[src/rtl/uart_pkg.sv]
// Shared definitions for the UART stream master: peripheral register map,
// STATUS bit positions and the state types of the master and its bus engine.
package uart_pkg;

    localparam logic [2:0] ADDR_BAUD_L      = 3'd0;
    localparam logic [2:0] ADDR_BAUD_H      = 3'd1;
    localparam logic [2:0] ADDR_STATUS      = 3'd2;
    localparam logic [2:0] ADDR_DATA        = 3'd3;
    localparam logic [2:0] ADDR_INT         = 3'd4;
    localparam logic [2:0] ADDR_INT_PENDING = 3'd5;

    localparam int STATUS_RX_AVAIL = 0;
    localparam int STATUS_TX_FULL  = 1;

    typedef enum logic [2:0] {
        ST_INIT_BL,
        ST_INIT_BH,
        ST_POLL,
        ST_RD_DATA,
        ST_WR_DATA
    } master_state_t;

    typedef enum logic [1:0] {
        TXN_IDLE,
        TXN_ACCESS,
        TXN_GAP
    } txn_state_t;

endpackage

[src/rtl/uart_bus_txn.sv]
// Single peripheral bus transaction: holds enable with a stable command until
// bus_ready or timeout, then idles in GAP until the peer releases bus_ready.
module uart_bus_txn
    import uart_pkg::*;
#(
    parameter int TIMEOUT = 16
) (
    input  logic       clk,
    input  logic       rst,
    input  logic       start,
    input  logic       wr,
    input  logic [2:0] addr,
    input  logic [7:0] wdata,
    output logic       done,
    output logic [7:0] rdata,
    output logic       timeout,
    output logic       bus_enable,
    output logic       bus_wr_en,
    output logic [2:0] bus_addr,
    output logic [7:0] bus_wdata,
    input  logic       bus_ready,
    input  logic [7:0] bus_rdata
);

    localparam int CW = $clog2(TIMEOUT);

    txn_state_t    state;
    logic [CW-1:0] cnt;

    always_ff @(posedge clk or negedge rst) begin
        if (!rst) begin
            state      <= TXN_IDLE;
            cnt        <= '0;
            done       <= 1'b0;
            timeout    <= 1'b0;
            rdata      <= '0;
            bus_enable <= 1'b0;
            bus_wr_en  <= 1'b0;
            bus_addr   <= '0;
            bus_wdata  <= '0;
        end else begin
            done    <= 1'b0;
            timeout <= 1'b0;
            case (state)
                TXN_IDLE: begin
                    // A leftover ready from before a reset must clear before enabling.
                    if (start && !bus_ready) begin
                        bus_enable <= 1'b1;
                        bus_wr_en  <= wr;
                        bus_addr   <= addr;
                        bus_wdata  <= wdata;
                        cnt        <= '0;
                        state      <= TXN_ACCESS;
                    end
                end
                TXN_ACCESS: begin
                    if (bus_ready) begin
                        rdata      <= bus_rdata;
                        bus_enable <= 1'b0;
                        done       <= 1'b1;
                        state      <= TXN_GAP;
                    end else if (cnt == CW'(TIMEOUT - 1)) begin
                        bus_enable <= 1'b0;
                        done       <= 1'b1;
                        timeout    <= 1'b1;
                        state      <= TXN_GAP;
                    end else begin
                        cnt <= cnt + 1'b1;
                    end
                end
                TXN_GAP: begin
                    if (!bus_ready) state <= TXN_IDLE;
                end
                default: state <= TXN_IDLE;
            endcase
        end
    end

endmodule

[src/rtl/uart_stream_master.sv]
// Stream-to-UART bus master: programs the baud divisor, then polls STATUS and
// moves bytes between the TX/RX holding registers and the peripheral DATA register.
module uart_stream_master
    import uart_pkg::*;
#(
    parameter logic [15:0] BAUD_DIV = 16'd217,
    parameter int          TIMEOUT  = 16
) (
    input  logic       clk,
    input  logic       rst,
    input  logic [7:0] tx_data,
    input  logic       tx_valid,
    output logic       tx_ready,
    output logic [7:0] rx_data,
    output logic       rx_valid,
    input  logic       rx_ready,
    output logic       bus_enable,
    output logic       bus_wr_en,
    output logic [2:0] bus_addr,
    output logic [7:0] bus_wdata,
    input  logic       bus_ready,
    input  logic [7:0] bus_rdata,
    output logic       err,
    output logic       init_done
);

    master_state_t state;
    logic          go;
    logic          tx_full;
    logic [7:0]    tx_byte;
    logic          rx_full;

    logic          cmd_wr;
    logic [2:0]    cmd_addr;
    logic [7:0]    cmd_wdata;
    logic          txn_done;
    logic          txn_timeout;
    logic [7:0]    txn_rdata;

    assign tx_ready = !tx_full;
    assign rx_valid = rx_full;

    always_comb begin
        cmd_wr    = 1'b0;
        cmd_addr  = ADDR_STATUS;
        cmd_wdata = '0;
        case (state)
            ST_INIT_BL: begin cmd_wr = 1'b1; cmd_addr = ADDR_BAUD_L; cmd_wdata = BAUD_DIV[7:0];  end
            ST_INIT_BH: begin cmd_wr = 1'b1; cmd_addr = ADDR_BAUD_H; cmd_wdata = BAUD_DIV[15:8]; end
            ST_RD_DATA: cmd_addr = ADDR_DATA;
            ST_WR_DATA: begin cmd_wr = 1'b1; cmd_addr = ADDR_DATA; cmd_wdata = tx_byte; end
            default: ;
        endcase
    end

    // The engine spends at least one cycle in GAP after done, so the state
    // updated on the cycle after done is what the next transaction captures.
    uart_bus_txn #(.TIMEOUT(TIMEOUT)) u_txn (
        .clk        (clk),
        .rst        (rst),
        .start      (go),
        .wr         (cmd_wr),
        .addr       (cmd_addr),
        .wdata      (cmd_wdata),
        .done       (txn_done),
        .rdata      (txn_rdata),
        .timeout    (txn_timeout),
        .bus_enable (bus_enable),
        .bus_wr_en  (bus_wr_en),
        .bus_addr   (bus_addr),
        .bus_wdata  (bus_wdata),
        .bus_ready  (bus_ready),
        .bus_rdata  (bus_rdata)
    );

    always_ff @(posedge clk or negedge rst) begin
        if (!rst) begin
            state     <= ST_INIT_BL;
            go        <= 1'b0;
            init_done <= 1'b0;
            err       <= 1'b0;
            tx_full   <= 1'b0;
            tx_byte   <= '0;
            rx_full   <= 1'b0;
            rx_data   <= '0;
        end else begin
            go <= 1'b1;
            if (tx_valid && !tx_full) begin
                tx_full <= 1'b1;
                tx_byte <= tx_data;
            end
            if (rx_full && rx_ready) rx_full <= 1'b0;
            if (txn_done) begin
                if (txn_timeout) err <= 1'b1;
                case (state)
                    ST_INIT_BL: state <= ST_INIT_BH;
                    ST_INIT_BH: begin
                        state     <= ST_POLL;
                        init_done <= 1'b1;
                    end
                    ST_POLL: begin
                        if (!txn_timeout && txn_rdata[STATUS_RX_AVAIL] && !rx_full)
                            state <= ST_RD_DATA;
                        else if (!txn_timeout && tx_full && !txn_rdata[STATUS_TX_FULL])
                            state <= ST_WR_DATA;
                        else
                            state <= ST_POLL;
                    end
                    ST_RD_DATA: begin
                        if (!txn_timeout) begin
                            rx_data <= txn_rdata;
                            rx_full <= 1'b1;
                        end
                        state <= ST_POLL;
                    end
                    ST_WR_DATA: begin
                        if (!txn_timeout) tx_full <= 1'b0;
                        state <= ST_POLL;
                    end
                    default: state <= ST_INIT_BL;
                endcase
            end
        end
    end

endmodule

[config.mk]
export PLATFORM = sky130hd
export DESIGN_NAME = uart_stream_master
export DESIGN_NICKNAME = d
export VERILOG_FILES = /design/src/rtl/uart_pkg.sv /design/src/rtl/uart_bus_txn.sv /design/src/rtl/uart_stream_master.sv
export SDC_FILE = /design/constraint.sdc
export NUM_CORES = 1
export LEC_CHECK = 0
export CAP_MARGIN = 10
export CORE_MARGIN = 5
export CORE_UTILIZATION = 45
export DETAILED_ROUTE_END_ITERATION = 7
export PLACE_DENSITY = 0.78
export SETUP_SLACK_MARGIN = 0.1
export SYNTH_ARGS = -nofsm -noshare
export SYNTH_HDL_FRONTEND = slang
export SYNTH_HIERARCHICAL = 1
export SYNTH_SLANG_ARGS = --single-unit
[constraint.sdc]
create_clock -name clk -period 1.9 [get_ports clk]
set_input_delay 0.57 -clock clk [delete_from_list [all_inputs] [get_ports clk]]
set_output_delay 0.57 -clock clk [all_outputs]
set_load 0.01 [all_outputs]
## Yosys cells after proc, flatten, opt, wreduce, memory -nomap -nowiden

Index checks and enable logic that the tools add are counted.

| word-level totals | value |
|---|---|
| ROM bits | 0 |
| memories | 0 |
| bits in writable memories | 0 |
| input port bits | 21 |
| logic and storage cells | 89 |
| register bits | 53 |
| bits in latches | 0 |
| output and inout bits | 25 |

| operators by class | value |
|---|---|
| bitwise logic cells | 1 |
| $mul | 0 |
| mux-type cells | 32 |
| order comparisons | 0 |
| equal/unequal tests | 12 |
| add/sub/neg operators | 1 |
| reduce and logical (&&, ||, !) cells | 26 |
| shifts and indexed selects | 0 |
| div/mod/pow operators | 0 |

Operators by type and width:

| operator | count |
|---|---|
| two-way mux 1 bit | 17 |
| case mux 8 bit (2 select lines) | 1 |
| two-way mux 4 bit | 3 |
| case mux 2 bit (3 select lines) | 2 |
| case mux 3 bit (3 select lines) | 1 |
| AND reduction 3 bit | 3 |
| two-way mux 2 bit | 4 |
| case mux 4 bit (2 select lines) | 1 |
| AND reduction 2 bit | 4 |
| logical AND 1 bit | 7 |
| == test 3 x 2 -> 1 bit, second input constant | 2 |
| two-way mux 3 bit | 2 |
| inequality test 2 bit, second input constant | 3 |
| OR reduction 3 bit | 2 |
| logical NOT 1 bit | 5 |
| adder 4 x 1 -> 4 bit, second input constant | 1 |
| == test 4 bit, second input constant | 1 |
| AND reduction 4 bit | 1 |
| == test 3 x 1 -> 1 bit, second input constant | 1 |
| == test 3 bit, second input constant | 1 |
| logical NOT 3 bit | 1 |
| inequality test 3 x 2 -> 1 bit, second input constant | 1 |
| == test 2 x 1 -> 1 bit, second input constant | 1 |
| == test 2 bit, second input constant | 1 |
| other kinds (6) | 6 |

## Longest topological paths before layout

Gate-level depths: netlist of run 1.

| depth | value |
|---|---|
| word-level depth | 6 |
| mapped depth | 6 |
| mapped depth without buffers | 5 |

## Cells and area by module

Netlist of run 1, hierarchy kept.

Modules (own cells, without submodules):

| module | area an instance (µm²) | seq. area each (µm²) | times used | cells each |
|---|---|---|---|---|
| uart_bus_txn | 1169.9 | 725.7 | 1 | 106 |
| uart_stream_master | 1069.8 | 600.6 | 1 | 81 |

## Least setup slack after synthesis of run 1

No wires, ideal clock.

| timing | value |
|---|---|
| path type | input to register |
| start | input bus_ready |
| end | register u_txn.bus_addr[0] |
| path buffers | 2 |
| library setup time | 117 ps |
| stages on the path | 5 |
| setup slack | 380 ps |
| data required time | 1783 ps |
| arrival | 1403 ps |
| path through | or4b_1 -> buf_2 -> buf_6 -> nand2_1 -> nand2_1 |

| on the way | value |
|---|---|
| longest elaborated chain between the ends | 3 |

Ends and longest elaborated chain:

| what | line | text |
|---|---|---|
| from (decl) | uart_stream_master.sv:21 | `input logic bus_ready,` |
| logical NOT 1 bit | uart_bus_txn.sv:47 | `if (start && !bus_ready) begin` |
| logical AND 1 bit | uart_bus_txn.sv:47 |  |
| AND reduction 2 bit (no source line) | -- |  |
| to (signal assigned) | uart_bus_txn.sv:50 | `bus_addr <= addr;` |
| to (decl) | uart_bus_txn.sv:19 | `output logic [2:0] bus_addr,` |

Every way passes these cells.
A chain may end at the register's enable or synchronous reset.

## Final worst setup path of run 1

| timing | value |
|---|---|
| start | register rx_data[4] |
| end | output rx_data[4] |

RTL lines:

| what | line | text |
|---|---|---|
| from (decl) | uart_stream_master.sv:14 | `output logic [7:0] rx_data,` |
| from (signal assigned) | uart_stream_master.sv:111 | `rx_data <= txn_rdata;` |

No word-level cell between the ends.

==> flow_metrics.py, run 1 <==
metrics = {
    "status": {
        "outcome": "completed",
    },
    "grt": {
        "grt_overflow": 0,
        "grt_pass1_wl_mm": 7.42,
        "gr-usage-all-layers_pct": 14.8,
        "grt_pass1_vias": 1600,
        "grt_max_degree": 27,
        "grt_antenna_before_repair": 0,
    },
    "timing": {
        "worst_slack_ps": 156,
        "min_period_ps": 1740,
        "hold_viol": 0,
        "setup_viol": 0,
        "slew_violations": 0,
        "fmax_mhz": 573,
        "period_share_pct": 91.8,
        "rsz0062_at_grt": "false",
        "fin_worst_skew_ps": 6.03,
    },
    "yosys": {
        "synth_cell_types": 39,
        "synthesis.nets": 209,
        "synth_warnings": 6,
        "synth.ff_latch_count": 53,
        "netlist_instances": 187,
        "syn_area_sq_um": 2240,
        "synth_seq_area_share_pct": 59.2,
        "post_synth.cell_area_avg_sq_um": 12.0,
    },
    "setup_path": {
        "endpoint": "rx_data[4]",
        "path_depth": 1,
        "path_class": "reg2out",
        "reg2regPathDepth": 3,
        "worstPathRequired_ps": 1330,
        "setup.worst_path.start_class": "flip-flop",
        "cp.arrival_ps": 1170,
        "critPathLaunch": "rx_data[4]",
        "cp-end-kind": "output port",
        "critPathMaxFanout": 2,
        "timing.rr.start": "state[2]",
        "r2r-end": "rx_data[3]",
        "path_cells": "clkdlybuf4s50_1",
        "slowest_stage": "clkdlybuf4s50_1",
        "cpPeakStageDelay_ps": 530,
        "regToRegSetupSlack_ps": 300,
        "crit_buf_inv": 1,
        "path_delay_family": "buffers and inverters",
    },
    "floorplan": {
        "dieArea_sq_um": 6490,
        "ioPinCount": 46,
        "die_x_microns": 80.5,
        "fp-row-count": 25,
        "die_h_microns": 80.5,
        "core_sq_um": 4790,
        "initial_core_util_pct": 46.8,
    },
    "routing": {
        "drc": 0,
        "drt_iter0_markers": 60,
        "drtPass1Iterations": 4,
        "vias_per_cell": 4.97,
        "wl_per_cell_microns": 13.9,
        "route.antenna.remaining_nets": 0,
        "totalWireLength_mm": 4.35,
        "num_vias": 1551,
    },
    "power_and_ir_drop": {
        "switching_share_pct": 29.8,
        "peakVddDrop_mv": 0.686,
        "cell_internal_pwr_uw": 2580,
        "leakage_uw": 0.00166,
        "pwr-share-seq_pct": 46.6,
        "p_per_area_nw_per_um2": 1240,
        "p_clk_share_pct": 19.7,
        "p_comb_share_pct": 33.6,
        "p_switching_uw": 1090,
    },
    "finish": {
        "layout_common_cells": "dfrtp_1, nand2_1, mux2_2",
        "areaGrowthSynthToFinish_pct": 32.8,
        "final_cell_area_sq_um": 2970,
        "antennaDiodeCount": 0,
        "drive_gt1_share_pct": 21.2,
        "layout_commonest_cell": "dfrtp_1",
        "fin_nets": 267,
        "final_core_util_pct": 62.1,
        "final_cells": 312,
    },
    "place": {
        "place.detailed.hpwl_mm": 3.08,
        "place_congestion": 0.798,
        "port_buffers": 45,
        "pre_cts_slack_ps": -222,
        "placed_cell_area_sq_um": 2820,
        "placed_cells": 304,
    },
    "cts": {
        "cts_buffers": 5,
        "clkSlewWorstSetupHoldPaths_ps": 90,
        "cts_root_buf": "clkbuf_8",
        "insertion_delay_ps": 300,
        "clock_sinks": 53,
        "clockBufferDepth": 2,
        "cts_max_level": 2,
        "cts_tree": "yes",
    },
    "min_path": {
        "hold_class": "in2async",
    },
    "run": {
        "drv_cap": 0,
    },
}
==> flip-flops by register name, summed over array words and instances, names as in the netlist, 2 cells and up <==
register	cells
state	3
u_txn/cnt	4
rx_data	8
u_txn/state	2
tx_byte	8
u_txn/bus_addr	3
u_txn/bus_wdata	8
u_txn/rdata	8
==> logic make-up after synthesis <==
kind of cell,share of synthesized area [%]
AOI/OAI and AO/OA,7.71
buffers and inverters,4.08
muxes,12.5
adders and majority gates,0.559
DFF,59.2
other,0.335
and+or+nand+nor,15.6
==> final cells by class <==
type,instances,area (sq um)
inverters,8,30.0
flip-flops and latches,53,1330
clock inverters,2,35.0
well taps,67,83.8
fillers,373,1810
multi-input cells,120,822
repair buffers,57,608
clock buffers,5,68.8
==> power by group through the flow <==
stage          combinational [uW]  clock [uW]  sequential [uW]
5_1_grt                      1360         804             1770
2_1_floorplan                 669           0             1780
3_5_place_dp                 1300           0             1750
6_report                     1240         724             1710
3_3_place_gp                 1270           0             1740
4_1_cts                      1290         748             1720
==> layer usage <==
metal / wire length [microns] / global-route usage [%] / vias up
met3: 266 / 4.48 / 7
met4: 69 / 5.07 / 0
met1: 1830 / 18.6 / 764
li1: - / - / 744
met5: 0 / 0 / -
met2: 2190 / 24.2 / 36
==> per-stage QoR <==
| step | hold slack (ps) | setup TNS (ps) | total power [uW] |
|---|---|---|---|
| detailed placement | 463 | -3000 | 3040 |
| global placement | 462 | -2090 | 3000 |
| CTS | 205 | 0 | 3770 |
| floorplan | 274 | 0 | 2450 |
| finish | 202 | 0 | 3670 |
| global route | 218 | 0 | 3930 |
==> worst register-to-register path: stages, from the launching register on <==
cell	delay, ps
dfrtp_1	390
nand3b_2	260
nor3b_4	460
mux2_2	400
==> synth_stat cells (all sizes together) <==
library cell | number | area (sq um)
or3b | 1 | 8.76
bufbuf | 1 | 32.5
a31o | 1 | 8.76
or2 | 1 | 6.26
dfrtp | 53 | 1330
nor2 | 2 | 7.51
or3 | 1 | 6.26
mux2i | 1 | 10.0
a21o | 3 | 23.8
o31ai | 1 | 7.51
inv | 8 | 30.0
ha | 1 | 12.5
o221ai | 1 | 8.76
o21bai | 1 | 7.51
clkbuf | 2 | 7.51
conb | 2 | 7.51
nand3b | 2 | 18.8
nand3 | 3 | 15.0
buf | 3 | 21.3
nor4b | 1 | 15.0
nor3b | 4 | 41.3
a21oi | 1 | 5.00
or4b | 1 | 10.0
nor2b | 3 | 18.8
o21ai | 7 | 38.8
a22o | 1 | 10.0
nand2 | 42 | 158
nand4 | 1 | 6.26
o32a | 1 | 10.0
mux2 | 24 | 270
o21a | 5 | 37.5
and3 | 4 | 25.0
o211ai | 2 | 15.0
nand2b | 2 | 12.5
==> what timing repair did <==
action | CTS | global route
endpoints found under the hold margin | 0 | 0
buffers inserted | 1 | 0
hold buffers | 0 | 0
resized for setup | 4 | 21
endpoints found under the setup margin | 4 | 36
==> how the worst min path moves through the flow <==
stage,start,endpoint,cells past startpoint
floorplan,rst,err,0
global placement,u_txn/bus_wdata[5],u_txn/bus_wdata[5],2
global route,rst,u_txn/bus_wdata[6],1
CTS,rst,u_txn/bus_wdata[6],1
detailed placement,u_txn/bus_wdata[4],u_txn/bus_wdata[4],2
finish,rst,u_txn/bus_wdata[5],1
(Power assumes the default switching activity.)
==> run 2: changes to the inputs <==
Settings changed: CORE_UTILIZATION 45 to 50, PLACE_DENSITY 0.78 to 0.84.
Clock period 1.9 ns to 1.65 ns, I/O delays scaled along.
==> run 2 against run 1 <==
  * Flip-flop and latch count unchanged
  * Hold slack got worse by 41 ps
  * Worst setup slack got worse by 7.9 ps
  * Sequential share of layout area is 1.0 points higher
  * Clock-buffer cell count up 2
  * Register-to-register slack worse by 140 ps
  * Combinational power increased by 13%
  * First-iteration DRC count rose to 2.7 times the previous value
  * Sequential power rose by 14%
  * Total power grew 13%
  * Wire length rose by 5.4%
  * Critical path depth is 1 higher
  * Critical path type unchanged
==> flow_metrics.py, run 2 (same netlist as run 1, synthesis figures left out) <==
metrics = {
    "finish": {
        "antennaDiodeCount": 0,
        "layout_common_cells": "dfrtp_1, nand2_1, dlygate4sd2_1",
        "layout_commonest_cell": "dfrtp_1",
        "fin_nets": 271,
        "final_core_util_pct": 66.9,
        "drive_gt1_share_pct": 23.6,
        "areaGrowthSynthToFinish_pct": 30.0,
    },
    "grt": {
        "grt_antenna_before_repair": 0,
        "gr-usage-all-layers_pct": 16.8,
        "grt_max_degree": 54,
        "grt_overflow": 0,
        "grt_pass1_wl_mm": 7.98,
        "grt_pass1_vias": 1680,
    },
    "floorplan": {
        "die_h_microns": 76.9,
        "core_sq_um": 4350,
        "fp-row-count": 24,
        "initial_core_util_pct": 51.4,
        "die_x_microns": 76.9,
        "dieArea_sq_um": 5920,
        "ioPinCount": 46,
    },
    "power_and_ir_drop": {
        "p_switching_uw": 1290,
        "p_per_area_nw_per_um2": 1420,
        "peakVddDrop_mv": 0.683,
        "cell_internal_pwr_uw": 2850,
        "leakage_uw": 0.00146,
        "switching_share_pct": 31.2,
        "p_comb_share_pct": 33.9,
        "p_clk_share_pct": 18.9,
        "pwr-share-seq_pct": 47.2,
    },
    "timing": {
        "slew_violations": 0,
        "setup_viol": 0,
        "rsz0062_at_grt": "false",
        "min_period_ps": 1500,
        "holdWs_ps": 161,
        "hold_viol": 0,
        "fmax_mhz": 666,
        "period_share_pct": 91.0,
        "fin_worst_skew_ps": 6.73,
    },
    "place": {
        "place.detailed.hpwl_mm": 3.21,
        "place_congestion": 0.766,
        "port_buffers": 45,
    },
    "setup_path": {
        "path_delay_family": "flip-flops",
        "path_cells": "inv_1, clkdlybuf4s15_1",
        "regToRegSetupSlack_ps": 160,
        "timing.rr.start": "u_txn/state[1]",
        "path_class": "reg2out",
        "critPathMaxFanout": 2,
        "setup.worst_path.start_class": "flip-flop",
        "slowest_stage": "dfrtp_1",
        "cp.arrival_ps": 1010,
        "critPathLaunch": "tx_full",
        "worstPathRequired_ps": 1150,
        "cpPeakStageDelay_ps": 400,
        "reg2regPathDepth": 4,
        "cp-end-kind": "output port",
        "crit_buf_inv": 2,
        "r2r-end": "u_txn/cnt[3]",
    },
    "routing": {
        "totalWireLength_mm": 4.59,
        "drtPass1Iterations": 4,
        "wl_per_cell_microns": 15.2,
        "route.antenna.remaining_nets": 0,
        "vias_per_cell": 5.27,
        "drt_iter0_markers": 161,
        "drc": 0,
        "num_vias": 1593,
    },
    "cts": {
        "insertion_delay_ps": 310,
        "clockBufferDepth": 2,
        "cts_max_level": 2,
        "cts_root_buf": "clkbuf_8",
        "clkSlewWorstSetupHoldPaths_ps": 90,
        "cts_buffers": 5,
        "cts_tree": "yes",
        "clock_sinks": 53,
    },
    "run": {
        "drv_cap": 0,
    },
    "min_path": {
        "hold_class": "in2async",
    },
    "status": {
        "outcome": "completed",
    },
}
-- run 2: changes by cell type in the layout (fill, tap and decap cells not counted), moves of 2 or more --
cell and delta:
clkbuf_8 +2, dlymetal6s2s_1 -21, dlygate4sd2_1 +21, buf_4 +3
-- run 2: how the worst max path moves through the flow --
stage	endpoint	slack (ps)	depth (start not counted)
2_1_floorplan	u_txn/bus_addr[0]	210	5
3_3_place_gp	u_txn/cnt[3]	-300	5
3_5_place_dp	u_txn/cnt[3]	-350	5
4_1_cts	tx_ready	110	2
5_1_grt	u_txn/cnt[3]	100	4
6_report	tx_ready	150	2
-- run 2: final cells by class --
cell class	count	area, sq um
timing repair buffer	61	563
multi-input combinational	120	825
sequential	53	1330
clock buffer	7	96.3
tap	52	65.1
clock inverter	1	5.00
inverter	8	30.0
fill	319	1440
-- run 2: metal layers --
layer	global-route usage, %	wire (microns)	part of all wire (%)	vias to the layer above
met5	0	0	0	-
met4	7.34	116	2.5	0
met3	4.45	216	4.7	10
met2	27.6	2390	52	49
met1	20.8	1870	41	784
li1	-	-	-	750
-- run 2: per-stage QoR --
step                total power [uW]  worst slack (ps)  cell area, sq um  instances  TNS [ps]
CTS                             4180               111              2900        301         0
global placement                3470              -301              2820        292     -6220
floorplan                       2820               205              2240        187         0
global route                    4420               104              2910        302         0
detailed placement              3540              -350              2820        292     -7280
finish                          4140               148              2910        302         0
-- run 2: repair_timing --
action,CTS,global route
cloned,0,0
setup endpoints to repair,41,10
setup buffers,1,1
gates resized for setup,27,3
hold buffers,0,0
-- run 2: worst register-to-register path, delay by kind of cell, from the launching register on --
| family | cells | cell delay [ps] |
|---|---|---|
| simple gates | 1 | 550 |
| flops | 1 | 450 |
| compound gates | 2 | 210 |
| buf+inv | 1 | 170 |
-- run 2: power groups by stage --
stage | logic (uW) | clock network, uW | registers [uW]
6_report | 1400 | 783 | 1950
4_1_cts | 1420 | 803 | 1960
3_3_place_gp | 1500 | 0 | 1970
3_5_place_dp | 1550 | 0 | 1990
2_1_floorplan | 770 | 0 | 2050
5_1_grt | 1550 | 858 | 2010
==> run 3: changes to the inputs <==
Settings changed: SLEW_MARGIN set to 20.
==> results of run 3 <==
The final DEF is identical to that of run 2; final timing and power are the same.
==> RTL edit 1, RTL diff (config.mk and constraints of run 2) <==
Register the output `err` once more, with the module's reset; this adds one clock of latency there. The other outputs are not delayed to match.
--- a/src/rtl/uart_stream_master.sv
+++ b/src/rtl/uart_stream_master.sv
@@ -23,6 +23,8 @@
     output logic       err,
     output logic       init_done
 );
+
+    logic err_s0;
 
     master_state_t state;
     logic          go;
@@ -78,7 +80,7 @@
             state     <= ST_INIT_BL;
             go        <= 1'b0;
             init_done <= 1'b0;
-            err       <= 1'b0;
+            err_s0    <= 1'b0;
             tx_full   <= 1'b0;
             tx_byte   <= '0;
             rx_full   <= 1'b0;
@@ -91,7 +93,7 @@
             end
             if (rx_full && rx_ready) rx_full <= 1'b0;
             if (txn_done) begin
-                if (txn_timeout) err <= 1'b1;
+                if (txn_timeout) err_s0 <= 1'b1;
                 case (state)
                     ST_INIT_BL: state <= ST_INIT_BH;
                     ST_INIT_BH: begin
@@ -123,5 +125,13 @@
         end
     end
 
+    always_ff @(posedge clk or negedge rst) begin
+        if (!rst) begin
+            err <= '0;
+        end else begin
+            err <= err_s0;
+        end
+    end
+
 endmodule
 
Formal check against the unedited RTL: same outputs for any inputs over 10 cycles, from zero or initial values and one cycle with rst low; that may be too few to reach the edited logic, so the function may still have changed.
==> RTL edit 1 against run 2 <==
Worst setup slack better by 11 ps; critical path depth fell by 1; combinational power shrank 17%; fmax increased by 0.71%; total power shrank 3.7%; non-clock buffer count rose by 1; sequential cell count increased by 1; area after synthesis is 0.73% higher; die area rose by 0.64%; highest routed layer unchanged; first-iteration DRC count fell by 32%; routed wire length shrank 7.4%; synthesized cell count is 8.0% higher; design area grew 1.8%.
==> RTL edit 1: results (changes against run 2) <==
| Parameter | Reported | Unit | Delta |
| --- | --- | --- | --- |
| Status | completed | - |  |
| Final #Nets | 285 | - | +5.2% |
| Share of layout cells above drive strength 1 | 20.1 | % | -3.5 points |
| Worst setup path start | u_txn/bus_wdata[4] | - |  |
| Clock buffers and inverters, area share | 3.71 | % | +0.23 points |
| Iteration-0 DRC Markers | 110 | - | -32% |
| Post-synthesis compound-gate area fraction | 8.65 | % | +0.94 points |
| Number of global-route vias before repair | 1646 | - | -2.0% |
| Clock group share of total power | 21.6 | % | +2.7 points |
| Most frequent cells after synthesis | 54 x sky130_fd_sc_hd__dfrtp_1, 48 x sky130_fd_sc_hd__nand2_1, 19 x sky130_fd_sc_hd__mux2_2 | - |  |
| Last weighted congestion value of the routability-driven placer | 0.845 | - | +10% |
| Logic power comb | 1.16 | mW | -17% |
| Setup Skew | 6.41 | ps | -0.318 ps |
| Maximum VDD drop | 773 | uV | +13% |
| Net switching power | 1.19 | mW | -7.6% |
| Adder and majority gate portion of the synthesized area | 0.555 | % | -0.0040 points |
| Number of clock buffer instances in the layout | 6 | - | -1 |
| Vias per cell | 5.16 | - | -2.3% |
| Portion of the post-synthesis area used by sequential elements | 59.9 | % | +0.68 points |
| Leakage power summed over all cells | 1.54 | nW | +5.3% |
| Filler Cells Inserted | 334 | - | +4.7% |
| Count of non-CTS inverters in the layout | 13 | - | +5 |
| Cts repair resizes | 28 | - | +3.7% |
| Half-perimeter wire length after placement | 3.09 | mm | -3.5% |
| Net Count, Synth | 224 | - | +7.2% |
| Most area-consuming cells after synthesis | sky130_fd_sc_hd__dfrtp_1 60%, sky130_fd_sc_hd__mux2_2 9.5%, sky130_fd_sc_hd__nand2_1 8.0%, sky130_fd_sc_hd__inv_1 2.2%, sky130_fd_sc_hd__o21ai_0 2.0% | - |  |
| Overall track demand over capacity in global routing | 15.5 | % | -1.3 points |
| WL/cell | 13.4 | um | -11% |
| CTS Sinks | 54 | - | +1.9% |
[RTL edit 1: cell count changes after synthesis, sizes merged, moves of 2 or more]
cell / change
nand2: +7
clkbuf: +3
mux2: -5
o21ai: +3
inv: +5
nor3b: -2
o21a: -4
a21oi: +6
[RTL edit 1: per-stage QoR]
stage          instances  instance area, sq um
2_1_floorplan        202                  2260
3_3_place_gp         307                  2870
3_5_place_dp         307                  2870
4_1_cts              316                  2960
5_1_grt              316                  2970
6_report             316                  2970
[RTL edit 1: final timing paths]
path / end / slack [ps] / cells after the start
worst max-delay path: bus_wdata[4] / 160 / 1
worst min-delay path: tx_byte[4] / 170 / 2
worst max register to register: u_txn/cnt[3] / 210 / 3
worst min register to register: err / 390 / 0
max in group asynchronous: state[0] / 1230 / 2
min in group clk: err / 390 / 0
[RTL edit 1: metal layers]
layer	GRT usage [%]	part of all wire (%)	wire, um
met5	0	0	0
met4	4.30	1.2	53
met3	4.92	7.4	314
met2	25.3	49	2060
met1	19.9	43	1820
==> RTL edit 2, RTL diff (settings of run 2) <==
Made on the original files. `TIMEOUT` is set to 16 in 2 places; all go to 32.
--- a/src/rtl/uart_bus_txn.sv
+++ b/src/rtl/uart_bus_txn.sv
@@ -3,7 +3,7 @@
 module uart_bus_txn
     import uart_pkg::*;
 #(
-    parameter int TIMEOUT = 16
+    parameter int TIMEOUT = 32
 ) (
     input  logic       clk,
     input  logic       rst,
--- a/src/rtl/uart_stream_master.sv
+++ b/src/rtl/uart_stream_master.sv
@@ -4,7 +4,7 @@
     import uart_pkg::*;
 #(
     parameter logic [15:0] BAUD_DIV = 16'd217,
-    parameter int          TIMEOUT  = 16
+    parameter int          TIMEOUT  = 32
 ) (
     input  logic       clk,
     input  logic       rst,
Function: same outputs for any inputs over 10 cycles, from zero or initial values and one cycle with rst low; that may be too few to reach the edited logic, so the function may still have changed.
==> RTL edit 2 against run 2 <==
The run now ends with negative setup slack left; area after synthesis up 3.1%; worst setup slack got worse by 300 ps; total power is 1.6% higher; global-route usage increased by 0.71 points; sequential cell count increased by 1; clock skew fell by 1.3 ps; design area is 5.6% higher; routed wire length rose by 8.9%; final cell count up 3.6%.
==> RTL edit 2: results (changes against run 2) <==
| Parameter | Reported | Unit | Delta |
| --- | --- | --- | --- |
| Status | complete, but fails checks | - |  |
| Failing checks | negative setup slack | - |  |
| Iteration-0 DRC Markers | 96 | - | -40% |
| Leakage power summed over all cells | 1.54 | nW | +5.3% |
| Proportion of cell area occupied by registers | 44.0 | % | -1.6 points |
| Met2 WL post-DR | 2.57 | mm | +7.6% |
| Total area of multi-input combinational cells | 903 | sq um | +9.6% |
| Area of the core | 0.00441 | sq mm | +1.4% |
| Overall routed net length | 4.99 | mm | +8.9% |
| Filler-free cell count of the finished design | 313 | - | +3.6% |
| Net Count, Synth | 212 | - | +1.4% |
| Filler Cells Inserted | 322 | - | +0.94% |
| Share of layout cells above drive strength 1 | 29.9 | % | +6.3 points |
| Mux contribution to synthesized area | 12.6 | % | +0.061 points |
| Half-perimeter wire length after placement | 3.39 | mm | +5.9% |
| Number of unique standard cell types used by synthesis | 40 | - | +2.6% |
| Last weighted congestion value of the routability-driven placer | 0.782 | - | +2.1% |
| Smallest setup slack after layout | -151 | ps | -299 ps |
| Met1 GRT Util | 22.1 | % | +1.2 points |
| Portion of the post-synthesis area used by sequential elements | 58.5 | % | -0.68 points |
| Total negative slack | -509 | ps | -509 ps |
| Clock buffers and inverters, area share | 2.97 | % | -0.51 points |
| Most area-consuming cells after synthesis | sky130_fd_sc_hd__dfrtp_1 59%, sky130_fd_sc_hd__mux2_2 12%, sky130_fd_sc_hd__nand2_1 6.3%, sky130_fd_sc_hd__o21a_1 1.6%, sky130_fd_sc_hd__inv_1 1.5% | - |  |
| Maximum VDD drop | 788 | uV | +15% |
| Number of signal-net buffers in the layout | 71 | - | +16% |
| WL met3 | 268 | um | +24% |
| Wire length of the first global-routing pass | 8.42 | mm | +5.4% |
| Setup Skew | 5.41 | ps | -1.32 ps |
| Final critical delay including setup and external delays | 1800 | ps | +299 ps |
| Crit path max fanout | 4 | - | +2 |
| Met3 demand-to-capacity share in global routing | 4.17 | % | -0.28 points |
| First drt pass iteration count | 8 | - | +4 |
| Post-synthesis compound-gate area fraction | 7.70 | % | -0.013 points |
| Routed metal-1 wirelength | 2.03 | mm | +8.6% |
| Number of global-route vias before repair | 1716 | - | +2.1% |
| CTS Sinks | 54 | - | +1.9% |
| Power density relative to cell area | 1370 | mW/mm^2 | -3.9% |
| Largest net degree at the start of global routing | 55 | - | +1.9% |
| Count of non-CTS inverters in the layout | 9 | - | +1 |
| Placed Instances | 297 | - | +1.7% |
| Initial core utilization | 52.3 | % | +0.86 points |
| Most frequent cells after synthesis | 54 x sky130_fd_sc_hd__dfrtp_1, 39 x sky130_fd_sc_hd__nand2_1, 24 x sky130_fd_sc_hd__mux2_2 | - |  |
| Total via count in the routed design | 1625 | - | +2.0% |
| Final setup violation count | 5 | - | +5 |
| Met2 track utilization from global routing | 29.4 | % | +1.8 points |
| Final non-clock buffer share | 20.5 | % | +1.1 points |
| Cell Area, Placed | 0.00293 | sq mm | +3.9% |
| Xor/xnor share of the synthesized area | 0 | % | unchanged |
| Multi-input logic cell count | 119 | - | -0.83% |
-- RTL edit 2: cell types whose count changed in the layout (fill, tap and decap cells not counted), moves of 2 or more --
| cell | change |
|---|---|
| sky130_fd_sc_hd__nor2b_1 | -2 |
| sky130_fd_sc_hd__a22o_1 | +2 |
| sky130_fd_sc_hd__nand2_1 | -3 |
| sky130_fd_sc_hd__buf_4 | +10 |
| sky130_fd_sc_hd__o21ai_0 | -2 |
| sky130_fd_sc_hd__o211ai_1 | -2 |
| sky130_fd_sc_hd__nor4b_4 | +2 |
| sky130_fd_sc_hd__or4b_4 | +2 |
-- RTL edit 2: kinds of logic (layout without fill, tap and decap cells) --
kind of cell	after synthesis	count (layout)
AND/OR/NAND/NOR	65	65
flip-flops	54	54
multiplexers	26	26
AO/OA/AOI/OAI	24	24
buffers and inverters	16	88
adder cells (fa/ha/maj)	2	2
other	2	2
-- RTL edit 2: worst paths after layout --
path,startpoint,endpoint,slack [ps],depth (start not counted)
max in group asynchronous,rst,u_txn/done,1230,2
min in group clk,err,err,460,1
worst max-delay path,u_txn/cnt[0],u_txn/cnt[3],-150,6
worst min-delay path,rst,u_txn/state[0],180,2
worst min register to register,err,err,460,1
worst max register to register,u_txn/cnt[0],u_txn/cnt[3],-150,6
-- RTL edit 2: repair_timing --
| action | in CTS | in global routing |
|---|---|---|
| pin swaps | 2 | 1 |
| gates resized for setup | 31 | 9 |
| setup buffers | 3 | 4 |
| cloned | 1 | 0 |
| setup endpoints to repair | 54 | 20 |
-- RTL edit 2: worst reg2reg max path: cells and delay by family (launching register included) --
kind,cells,cell delay (ps)
flops,1,400
fa+ha+maj,2,360
compound gates,1,120
simple gates,3,840
-- RTL edit 2: power by group --
part / internal (mW) / switching [mW]
clock: 0.339 / 0.398
combinational: 0.808 / 0.682
sequential: 1.73 / 0.246
